## config.mk

```make
export PLATFORM = sky130hd
export DESIGN_NAME = nina_cpu_bus_master
export DESIGN_NICKNAME = d
export VERILOG_FILES = /design/src/rtl/nina_cpu_bus_master.sv
export SDC_FILE = /design/constraint.sdc
export NUM_CORES = 1
export LEC_CHECK = 0
export CORE_UTILIZATION = 35
export DETAILED_ROUTE_END_ITERATION = 8
export PLACE_DENSITY_LB_ADDON = 0.2
export RECOVER_POWER = 50
export SETUP_SLACK_MARGIN = 0.5
export SYNTH_ARGS = -nofsm -noshare
export SYNTH_HDL_FRONTEND = slang
export SYNTH_SLANG_ARGS = --single-unit
```

## constraint.sdc

```tcl
create_clock -name clk -period 1.8 [get_ports clk]
set_input_delay 0.27 -clock clk [delete_from_list [all_inputs] [get_ports clk]]
set_output_delay 0.27 -clock clk [all_outputs]
set_load 0.05 [all_outputs]
```

## src/rtl/nina_cpu_bus_master.sv

```systemverilog
// CPU-side bus-cycle generator for NINA-style mappers: free-running M2 with
// command-driven read/write cycles and idle dummy reads between commands.
//
// state   | meaning
// --------+----------------------------------------------------------
// ST_LOW  | M2 low; address, R/W and write data set up for the cycle
// ST_HIGH | M2 high; /ROMSEL and data drive active, read data sampled
module nina_cpu_bus_master #(
   parameter int M2_LOW_CLKS  = 6,
   parameter int M2_HIGH_CLKS = 6
) (
   input  logic        clk,
   input  logic        reset,
   input  logic        cmd_valid,
   output logic        cmd_ready,
   input  logic        cmd_write,
   input  logic [15:0] cmd_addr,
   input  logic [7:0]  cmd_wdata,
   output logic        rsp_valid,
   output logic [7:0]  rsp_rdata,
   output logic        m2,
   output logic        romsel,
   output logic        cpu_rw_out,
   output logic [14:0] cpu_addr_out,
   output logic [7:0]  cpu_data_out,
   output logic        cpu_data_oe,
   input  logic [7:0]  cpu_data_in
);

   localparam int MAX_CLKS = (M2_LOW_CLKS > M2_HIGH_CLKS) ? M2_LOW_CLKS : M2_HIGH_CLKS;
   localparam int CW = $clog2(MAX_CLKS);
   localparam logic [CW-1:0] LOW_LAST  = CW'(M2_LOW_CLKS - 1);
   localparam logic [CW-1:0] HIGH_LAST = CW'(M2_HIGH_CLKS - 1);

   typedef enum logic {ST_LOW, ST_HIGH} state_t;

   state_t        r_state;
   state_t        w_state_nxt;
   logic [CW-1:0] r_cnt;
   logic [CW-1:0] w_cnt_nxt;
   logic          r_cmd;
   logic          r_a15;

   logic          w_low_done;
   logic          w_high_done;
   logic          w_accept;
   logic          w_cmd_nxt;
   logic          w_a15_nxt;
   logic          w_rw_nxt;
   logic [14:0]   w_addr_nxt;
   logic [7:0]    w_wdata_nxt;
   logic          w_m2_nxt;
   logic          w_ready_nxt;
   logic          w_romsel_nxt;
   logic          w_oe_nxt;
   logic          w_rsp_nxt;
   logic [7:0]    w_rdata_nxt;

   always_comb begin
      w_state_nxt = r_state;
      w_cnt_nxt   = r_cnt + 1'b1;
      w_low_done  = (r_state == ST_LOW)  && (r_cnt == LOW_LAST);
      w_high_done = (r_state == ST_HIGH) && (r_cnt == HIGH_LAST);
      w_accept    = cmd_ready & cmd_valid;
      w_cmd_nxt   = r_cmd;
      w_a15_nxt   = r_a15;
      w_rw_nxt    = cpu_rw_out;
      w_addr_nxt  = cpu_addr_out;
      w_wdata_nxt = cpu_data_out;

      if (w_low_done) begin
         w_state_nxt = ST_HIGH;
         w_cnt_nxt   = '0;
      end else if (w_high_done) begin
         w_state_nxt = ST_LOW;
         w_cnt_nxt   = '0;
         w_cmd_nxt   = w_accept;
         // Without a handshake the next cycle is a harmless dummy read of 0x0000
         if (w_accept) begin
            w_a15_nxt   = cmd_addr[15];
            w_rw_nxt    = ~cmd_write;
            w_addr_nxt  = cmd_addr[14:0];
            w_wdata_nxt = cmd_wdata;
         end else begin
            w_a15_nxt   = 1'b0;
            w_rw_nxt    = 1'b1;
            w_addr_nxt  = '0;
            w_wdata_nxt = '0;
         end
      end

      w_m2_nxt     = (w_state_nxt == ST_HIGH);
      w_ready_nxt  = w_m2_nxt && (w_cnt_nxt == HIGH_LAST);
      w_romsel_nxt = ~(w_a15_nxt & w_m2_nxt);
      w_oe_nxt     = w_m2_nxt & ~w_rw_nxt;
      w_rsp_nxt    = w_high_done & r_cmd;
      w_rdata_nxt  = (w_high_done && r_cmd && cpu_rw_out) ? cpu_data_in : rsp_rdata;
   end

   always_ff @(posedge clk) begin
      if (reset) begin
         r_state      <= ST_LOW;
         r_cnt        <= '0;
         r_cmd        <= 1'b0;
         r_a15        <= 1'b0;
         m2           <= 1'b0;
         romsel       <= 1'b1;
         cpu_rw_out   <= 1'b1;
         cpu_addr_out <= '0;
         cpu_data_out <= '0;
         cpu_data_oe  <= 1'b0;
         cmd_ready    <= 1'b0;
         rsp_valid    <= 1'b0;
         rsp_rdata    <= '0;
      end else begin
         r_state      <= w_state_nxt;
         r_cnt        <= w_cnt_nxt;
         r_cmd        <= w_cmd_nxt;
         r_a15        <= w_a15_nxt;
         m2           <= w_m2_nxt;
         romsel       <= w_romsel_nxt;
         cpu_rw_out   <= w_rw_nxt;
         cpu_addr_out <= w_addr_nxt;
         cpu_data_out <= w_wdata_nxt;
         cpu_data_oe  <= w_oe_nxt;
         cmd_ready    <= w_ready_nxt;
         rsp_valid    <= w_rsp_nxt;
         rsp_rdata    <= w_rdata_nxt;
      end
   end

endmodule
```

==> results of run 1 <==
==> cell usage in the layout, fill, tap and decap left out, types with 2 or more instances in the layout <==
cell type        Yosys  final
a21oi_1              9      3
a21oi_2              0      6
a22o_1              23     23
buf_4                1      7
buf_6                3      3
clkbuf_1             1     37
clkbuf_8             0      6
clkdlybuf4s50_1      0     34
dfxtp_1             42     39
dfxtp_2              0      2
ha_4                 0      3
nand2_1             17      9
nand2_2              0      8
nand3_1              3      2
nor2_4               0      2
nor4_4               0      2
==> synthesized netlist by cell type <==
cell / count
a21oi_1: 9
and3b_1: 1
and2_1: 2
and3_1: 2
nor4_1: 2
a22o_1: 23
nand2_1: 17
mux2_1: 1
dfxtp_1: 42
buf_6: 3
ha_1: 4
and4b_1: 2
nor2_1: 2
clkbuf_1: 1
nor3_1: 1
buf_4: 1
nor2b_1: 2
nand3_1: 3
nor4_2: 1
inv_1: 2
nand2b_1: 2
buf_2: 4
mux2i_1: 1
xnor2_1: 1
==> final timing paths <==
kind / endpoint / slack, ns / cells past startpoint
setup / recovery: cmd_ready$_SDFF_PP0_ / 0.24 / 8
hold / removal: rsp_rdata[7]$_SDFFE_PP0P_ / 0.47 / 2
setup reg to reg: cmd_ready$_SDFF_PP0_ / 0.24 / 8
hold reg to reg: rsp_rdata[7]$_SDFFE_PP0P_ / 0.47 / 2
==> cell families after synthesis <==
family,count (synthesis),synth area share [%]
flip-flops,42,58.59
AND/OR/NAND/NOR,37,13.60
AO/OA/AOI/OAI,32,17.17
buffers and inverters,11,5.057
adder cells (fa/ha/maj),4,3.487
multiplexers,2,1.482
XOR/XNOR,1,0.6104
==> power groups by stage <==
stage               logic, mW  registers [mW]  clock network (mW)
CTS                     0.145           0.942               0.645
global placement        0.126           0.965                   0
finish                  0.156           0.942               0.631
global route            0.166           0.943               0.697
detailed placement      0.129           0.966                   0
floorplan              0.0369           0.967                   0
==> metal layers <==
layer / GRT usage, % / share of wire [%] / vias up
li1: - / - / 623
met4: 9.574 / 1.7 / 0
met1: 21.60 / 42 / 594
met5: 0 / 0 / -
met3: 6.552 / 7.4 / 7
met2: 31.38 / 48 / 51
==> area by class of cell <==
cell class	count	area [um2]	share of cell area [%]
multi-input combinational	77	696.9	30.27
tap	48	60.06	2.609
inverter	2	7.507	0.3261
timing repair buffer	83	595.6	25.87
clock buffer	6	82.58	3.587
sequential	42	847.1	36.79
clock inverter	2	12.51	0.5435
==> registers in the layout (all words and copies together) (netlist names), 3 cells and up <==
name / cells
rsp_rdata: 8
r_cnt: 3
cpu_addr_out: 15
cpu_data_out: 8
==> stage by stage <==
step	setup slack (ns)	instance area (um2)	instances	hold WS (ns)	util, %
2_1_floorplan	0.3036	1483	129	0.4026	-
3_3_place_gp	-0.05412	2216	243	0.4435	58.33
3_5_place_dp	-0.1345	2216	243	0.4549	58.33
4_1_cts	0.2742	2479	259	0.4725	65.25
5_1_grt	0.1909	2302	260	0.4907	60.61
6_report	0.2392	2302	260	0.4689	60.61
==> critical path, delay by kind of cell, from the launching register on <==
| family | cells | cell delay (ns) |
|---|---|---|
| AND/OR/NAND/NOR | 3 | 0.52 |
| adder cells (fa/ha/maj) | 2 | 0.31 |
| flip-flops | 1 | 0.35 |
| buffers and inverters | 3 | 0.31 |
==> repair_timing <==
item / CTS / global route
gates cloned: 1 / 0
pin swaps: 19 / 8
endpoints found under the hold margin: 0 / 0
buffers inserted: 7 / 1
resized for setup: 129 / 72
hold buffers: 0 / 0
setup endpoints to repair: 71 / 71
==> flow_summary.json, run 1 <==
{
  "hold_viol": 0,
  "ys_seq_area_share_pct": 58.59,
  "yosysWarnings": 0,
  "wire_per_inst_um": 15.13,
  "slew_headroom_pct": 57.83,
  "clock_tree.htree_level_count": 2,
  "min_period_ns": 1.561,
  "viasPerCell": 4.904,
  "maxSlewViolCount": 0,
  "syn_area_um2": 1435,
  "synth_cell_type_count": 24,
  "required_ns": 2.03,
  "pwr_density_cell_nw_per_um2": 750.7,
  "syn2layout_area_growth_pct": 60.42,
  "pwr-share-clk_pct": 36.5,
  "maxCapViolations": 0,
  "synth_top_area_share_pct": 58.59,
  "crit_path_start": "r_cnt[1]$_SDFF_PP0_",
  "slowest_stage": "dfxtp_1",
  "worstSetupEndpointType": "flip-flop",
  "holdCritStartpoint": "rsp_rdata[7]$_SDFFE_PP0P_",
  "tns_ns": 0,
  "clkLatencyLatePin_ns": 0.30,
  "dieArea_um2": 4361,
  "cts_made_buffers": 5,
  "p_seq_share_pct": 54.5,
  "p_leak_nw": 0.8297,
  "rsz0062_at_grt": "yes",
  "port_buffers": 72,
  "drc": 0,
  "syn_area_per_cell_um2": 11.13,
  "setup_viol": 0,
  "cp-start-kind": "flip-flop",
  "grt_pass1_wl_um": 5906,
  "drtPass1Iterations": 4,
  "wirelength_um": 3935,
  "netSwitchingFraction_pct": 22.16,
  "p_comb_share_pct": 9.0,
  "root_buffer": "clkbuf_8",
  "vias": 1275,
  "synth_top_area_cell": "dfxtp_1",
  "clk_path_buf_depth": 2,
  "global_route.usage.total_pct": 19.00,
  "worstPathCellList": "inv_2 > ha_4 > and2_4 > ha_4 > buf_6 > buf_6 > nor4_4 > and4b_1",
  "antenna_cells": 0,
  "clock-sinks": 42,
  "drtIter0Drc": 35,
  "io_pins": 73,
  "syn-num-nets": 169,
  "fin_crit_sh_pct": 86.71,
  "core_area_um2": 3799,
  "synth_area_leaders": "dfxtp_1 59%, a22o_1 14%, nand2_1 4.4%",
  "ant_nets": 0,
  "dp_hpwl_um": 2549,
  "fill_cells": 327,
  "p_int_mw": 1.345,
  "cts_tree": "built",
  "rows": 22,
  "drive_gt1_share_pct": 25.00,
  "grt_start_max_net_pins": 24,
  "total_power_mw": 1.728,
  "cp_max_fo": 5,
  "antenna_found_initial": 0,
  "fmax_mhz": 640.7,
  "status": "completed",
  "ys_seq_elements": 42,
  "clk_pin_slew_ns": 0.07,
  "layout.nets": 251,
  "start_util_pct": 37.78,
  "netlist_instances": 129,
  "worstMarginPinSlew_ns": 0.6353,
  "hold_path_class": "reg -> reg",
  "critPathArrivalTime_ns": 1.80,
  "grt_overflow": 0,
  "crit_path_max_incr_delay_ns": 0.35,
  "rr_startpoint": "r_cnt[1]$_SDFF_PP0_",
  "irDropWorstVdd_mv": 0.3927,
  "p_sw_uw": 383.0,
  "die_w_um": 66.04,
  "finClkSkew_ns": 0.006968,
  "grt_pass1_vias": 1235,
  "worstSetupPathType": "reg -> reg",
  "die_h_um": 66.04,
  "place_congestion": 0.6951
}
Note: power is estimated with default switching activity, not from simulation.
==> run 2: changes to the inputs <==
--- a/config.mk
+++ b/config.mk
@@ -10,6 +10,7 @@
 export PLACE_DENSITY_LB_ADDON = 0.2
 export RECOVER_POWER = 50
 export SETUP_SLACK_MARGIN = 0.5
+export SLEW_MARGIN = 5
 export SYNTH_ARGS = -nofsm -noshare
 export SYNTH_HDL_FRONTEND = slang
 export SYNTH_SLANG_ARGS = --single-unit
==> results of run 2 <==
No change in the layout: final DEF, timing and power equal those of run 1.
